<file path="src/rtl/mux_scan_sequencer.sv">
// ============================================================================
// mux_scan_sequencer : steps a 4:1 mux select through enabled channels,
// samples each after DWELL cycles and publishes a 4-bit snapshot with done.
// Optional macro SCAN_CHANGE_EN adds a 'change' pulse output.
// Revision: 1.0
// ============================================================================
`default_nettype none

module mux_scan_sequencer #(
  parameter int DWELL = 4,
  parameter int CNT_W = 8
) (
  input  logic       clk,
  input  logic       rst,
  input  logic       start,
  input  logic       cont,
  input  logic       stop,
  input  logic [3:0] mask,
  input  logic       mux_out,
  output logic [1:0] sel,
  output logic       busy,
  output logic       done,
  output logic [3:0] snap,
  output logic       snap_valid
`ifdef SCAN_CHANGE_EN
  ,
  output logic       change
`endif
);

  typedef enum logic [0:0] {
    S_IDLE = 1'b0,
    S_SCAN = 1'b1
  } state_t;

  localparam logic [CNT_W-1:0] C_DWELL_LAST = CNT_W'(DWELL - 1);

  state_t           r_state;
  logic [3:0]       r_work;
  logic [3:0]       r_mask;
  logic             r_cont;
  logic [CNT_W-1:0] r_cnt;

  logic             w_sample;
  logic             w_has_next;
  logic [1:0]       w_next;
  logic [3:0]       w_work_upd;

  function automatic logic [1:0] f_lowest(input logic [3:0] m);
    logic [1:0] v;
    v = 2'd0;
    for (int i = 3; i >= 0; i--) begin
      if (m[i]) v = 2'(i);
    end
    return v;
  endfunction

  // Returns {found, index} of the nearest enabled channel above s.
  function automatic logic [2:0] f_next_higher(input logic [3:0] m, input logic [1:0] s);
    logic [2:0] v;
    v = 3'd0;
    for (int i = 3; i >= 0; i--) begin
      if (m[i] && (2'(i) > s)) v = {1'b1, 2'(i)};
    end
    return v;
  endfunction

  assign w_sample              = (r_cnt == C_DWELL_LAST);
  assign {w_has_next, w_next}  = f_next_higher(r_mask, sel);

  always_comb begin
    w_work_upd      = r_work;
    w_work_upd[sel] = mux_out;
  end

  always_ff @(posedge clk) begin
    if (rst) begin
      r_state    <= S_IDLE;
      sel        <= 2'd0;
      busy       <= 1'b0;
      done       <= 1'b0;
      snap       <= 4'd0;
      snap_valid <= 1'b0;
      r_work     <= 4'd0;
      r_cnt      <= '0;
      r_mask     <= 4'd0;
      r_cont     <= 1'b0;
`ifdef SCAN_CHANGE_EN
      change     <= 1'b0;
`endif
    end else begin
      done <= 1'b0;
`ifdef SCAN_CHANGE_EN
      change <= 1'b0;
`endif
      case (r_state)
        S_IDLE: begin
          if (start && (mask != 4'd0)) begin
            r_mask  <= mask;
            r_cont  <= cont & ~stop;
            r_work  <= 4'd0;
            sel     <= f_lowest(mask);
            r_cnt   <= '0;
            busy    <= 1'b1;
            r_state <= S_SCAN;
          end
        end
        S_SCAN: begin
          if (stop) r_cont <= 1'b0;
          if (!w_sample) begin
            r_cnt <= r_cnt + CNT_W'(1);
          end else begin
            r_cnt <= '0;
            if (w_has_next) begin
              r_work <= w_work_upd;
              sel    <= w_next;
            end else begin
              // End of scan: the final sample is merged straight into snap.
              snap       <= w_work_upd;
              done       <= 1'b1;
              snap_valid <= 1'b1;
              r_work     <= 4'd0;
`ifdef SCAN_CHANGE_EN
              change     <= (w_work_upd != snap);
`endif
              if (r_cont && !stop) begin
                sel <= f_lowest(r_mask);
              end else begin
                sel     <= 2'd0;
                busy    <= 1'b0;
                r_state <= S_IDLE;
              end
            end
          end
        end
        default: r_state <= S_IDLE;
      endcase
    end
  end

endmodule

`default_nettype wire

</file>
<file path="config.mk">
export PLATFORM = sky130hd
export DESIGN_NAME = mux_scan_sequencer
export DESIGN_NICKNAME = d
export VERILOG_FILES = /design/src/rtl/mux_scan_sequencer.sv
export SDC_FILE = /design/constraint.sdc
export NUM_CORES = 1
export LEC_CHECK = 0
export ABC_AREA = 1
export BUFFER_PORTS_ARGS = -buffer_cell sky130_fd_sc_hd__buf_2
export CORE_MARGIN = 2
export CORE_UTILIZATION = 40
export CTS_BUF_LIST = sky130_fd_sc_hd__clkbuf_4 sky130_fd_sc_hd__clkbuf_8 sky130_fd_sc_hd__clkbuf_16
export CTS_CLUSTER_SIZE = 20
export DETAILED_ROUTE_END_ITERATION = 8
export SLEW_MARGIN = 0
export SYNTH_ARGS = -nofsm -noshare
export SYNTH_HDL_FRONTEND = slang
export SYNTH_SLANG_ARGS = --single-unit
export TNS_END_PERCENT = 30
</file>
<file path="constraint.sdc">
create_clock -name clk -period 1.38 [get_ports clk]
set_clock_uncertainty 0.05 [all_clocks]
set_input_delay 0.207 -clock clk [delete_from_list [all_inputs] [get_ports clk]]
set_output_delay 0.207 -clock clk [all_outputs]
set_load 0.005 [all_outputs]
</file>
==> reports/results.ini <==
[status]
status = finished, final reports clean

[sta]
setup-violations-final = 0
pin_slew_with_the_least_headroom_to_its_limit_ns = 0.3183
rsz0062_at_grt = true
setup_tns_ns = 0
slew_headroom_pct = 78.75
max_freq_ghz = 0.7869
period_needed_ns = 1.271
fin_crit_sh_pct = 92.09
final_hold_viol_count = 0
timing_max_transition_violations_final = 0

[floorplan]
die_y_um = 66.83
floorplan.rows = 22
floorplan.core_area_mm2 = 0.003716
start_util_pct = 42.49
num_io_pins = 19
fp.dieW_um = 66.83
die-area_mm2 = 0.004466

[critical_path]
worstPathArrival_ns = 1.44
setup.worst_path.class = flop to flop
critical_path_peak_fanout = 8
startpoint_type_of_the_worst_setup_path = flop
cp_data_required_time_ns = 1.55
end_kind = flop

[synth]
synthXorXnorAreaFrac_pct = 0
syn_area_mm2 = 0.001579
synth.lib_cells_used.distinct = 24
synthMuxAreaShare_pct = 0
synth_largest_type_area_fraction_pct = 34.23
synth.avg_cell_area_um2 = 6.217
synthTopCellsByArea = sky130_fd_sc_hd__dfxtp_1 34%, sky130_fd_sc_hd__nand2_1 18%, sky130_fd_sc_hd__nand3_1 8.2%
complex_gate_fraction_of_the_synthesized_area_pct = 7.607
synth_top_area_cell = sky130_fd_sc_hd__dfxtp_1
synth_top_family_by_area = simple AND/OR/NAND/NOR gates
synth_adder_area_share_pct = 0.7924
syn_inst = 254
synth_fp_nets = 265
synth_simple_gate_area_share_pct = 45.25
yosys_register_bits = 27
synth_seq_area_share_pct = 34.23
yosys_warnings = 0

[power_and_ir_drop]
peak_supply_drop_v = 0.0003852
post-layout-total-power_uw = 1629
power.static_leakage_uw = 0.0009358
power-per-cell-area_mw_per_mm2 = 884.7

[global_routing]
grt_pass1_vias = 1379
grt_remaining_overflow = 0
grt_start_max_net_pins = 19
number_of_antenna_violations_at_the_first_check_in_global_routing = 0
track_usage_pct = 17.49
grt_pass1_wl_mm = 6.003

[clock_network]
cts_htree_levels = 1
cts_hold_buf = 0
cts_inserted_buffers = 3
worst_setup_hold_path_clk_slew_ns = 0.10
max-clock-path-buffers = 2
cts_root_buf = sky130_fd_sc_hd__clkbuf_8
cts_tree = built
cts_sink_cnt = 27
insertion_delay_to_the_later_sink_of_the_worst_skew_pair_ns = 0.28

[detailed_routing]
avgViaCountPerCell = 4.685
route.final.wire_length_mm = 3.501
detail-route-antenna-nets = 0
drc = 0
drt-wirelength-per-cell_um = 10.71
drt_first_iter_violations = 54
1st_pass_router_iterations = 4
detailroute.via_count = 1532

[flow_run]
timing.max_cap.violations = 0

[min_path]
hold_path_class = input pin to flop

[place]
finalWeightedCongestion = 0.8678
dp.final_hpwl_mm = 2.627
port_buffers = 18

[final_layout]
area_growth_syn_to_layout_pct = 16.64
antenna_cells_inserted = 0
design.final.nets = 291
drive_gt1_share_pct = 20.07

worst max-delay path: stages (launching register included):
cell	delay (ns)
sky130_fd_sc_hd__dfxtp_2	0.36
sky130_fd_sc_hd__ha_4	0.17
sky130_fd_sc_hd__nand3_2	0.10
sky130_fd_sc_hd__nor2_4	0.19
sky130_fd_sc_hd__nand3_4	0.13
sky130_fd_sc_hd__nand2_1	0.08
sky130_fd_sc_hd__nand2_1	0.04
sky130_fd_sc_hd__nor2_1	0.09
where the power goes:
| part | switching (µW) | internal (µW) |
|---|---|---|
| logic | 191 | 122 |
| registers | 28.7 | 813 |
| clock network | 272 | 203 |
| total | 491 | 1140 |
worst paths after layout:
path / from / to / slack (ns) / cells after the start
min: mask[3] / r_mask[3]$_SDFFE_PP0P_ / 0.13 / 3
min reg2reg: snap_valid$_SDFFE_PP0P_ / snap_valid$_SDFFE_PP0P_ / 0.41 / 2
max: r_cnt[0]$_SDFFE_PP0P_ / snap[0]$_SDFFE_PP0P_ / 0.11 / 7
max reg2reg: r_cnt[0]$_SDFFE_PP0P_ / snap[0]$_SDFFE_PP0P_ / 0.11 / 7
area by class of cell:
type	instances	area, µm²
multi-input cells	182	869.6
fillers	406	1874
repair buffers	27	170.2
clock buffers	3	41.29
inverters	39	151.4
clock inverters	1	5.005
flip-flops and latches	27	544.3
well taps	48	60.06
synth_stat cells, drive strengths merged:
cell type,instances
clkbuf,1
inv,38
nand3,28
nand4,4
nand2,83
buf,5
or2,1
o21ai,10
nand3b,4
clkinv,1
a21oi,14
nor2,37
dfxtp,27
ha,1
metal layers:
| metal | part of all wire [%] | global-route usage [%] | up-vias |
|---|---|---|---|
| met5 | 0 | 0 | - |
| met4 | 0.89 | 5.357 | 0 |
| met3 | 3.7 | 2.872 | 4 |
| met2 | 43 | 27.25 | 30 |
| met1 | 53 | 24.56 | 661 |
| li1 | - | - | 837 |
cell families (layout without fill, tap and decap cells):
logic type,count (synthesis),count (layout)
buffers and inverters,45,70
AND/OR/NAND/NOR,157,157
adder cells (fa/ha/maj),1,1
AO/OA/AOI/OAI,24,24
flip-flops,27,27
cells in the final DEF, fill, tap and decap left out, types with 4 or more instances in the layout:
| cell | netlist | final |
|---|---|---|
| sky130_fd_sc_hd__nand4_1 | 4 | 4 |
| sky130_fd_sc_hd__a21oi_1 | 14 | 14 |
| sky130_fd_sc_hd__nand2_2 | 6 | 7 |
| sky130_fd_sc_hd__buf_4 | 2 | 8 |
| sky130_fd_sc_hd__nand3_1 | 26 | 25 |
| sky130_fd_sc_hd__o21ai_0 | 7 | 7 |
| sky130_fd_sc_hd__nor2_1 | 34 | 33 |
| sky130_fd_sc_hd__nand2_1 | 77 | 76 |
| sky130_fd_sc_hd__inv_2 | 5 | 5 |
| sky130_fd_sc_hd__dfxtp_1 | 27 | 24 |
| sky130_fd_sc_hd__buf_2 | 2 | 18 |
| sky130_fd_sc_hd__inv_1 | 33 | 33 |
registers in the layout (all words and copies together), names as in the netlist, 2 cells and up:
name    flops
r_mask      4
snap        4
r_cnt       8
r_work      4
sel         2
stage by stage:
stage | cell area (µm²) | setup slack [ns] | hold slack (ns) | utilization, % | cells
floorplan | 1579 | 0.08517 | 0.3000 | - | 254
global placement | 1769 | 0.04253 | 0.3944 | 47.61 | 323
detailed placement | 1769 | -0.01426 | 0.3981 | 47.61 | 323
CTS | 1818 | 0.02741 | 0.1283 | 48.92 | 327
global route | 1842 | -0.01204 | 0.1471 | 49.56 | 327
finish | 1842 | 0.1092 | 0.1310 | 49.56 | 327
repair_timing:
item                       4_1_cts  5_1_grt
setup endpoints to repair        4       14
pin swaps                        1        2
gates resized for setup          1        7
buffers inserted                 0        0
cloned                           0        0
No activity file was read; power rests on OpenSTA's default activity.
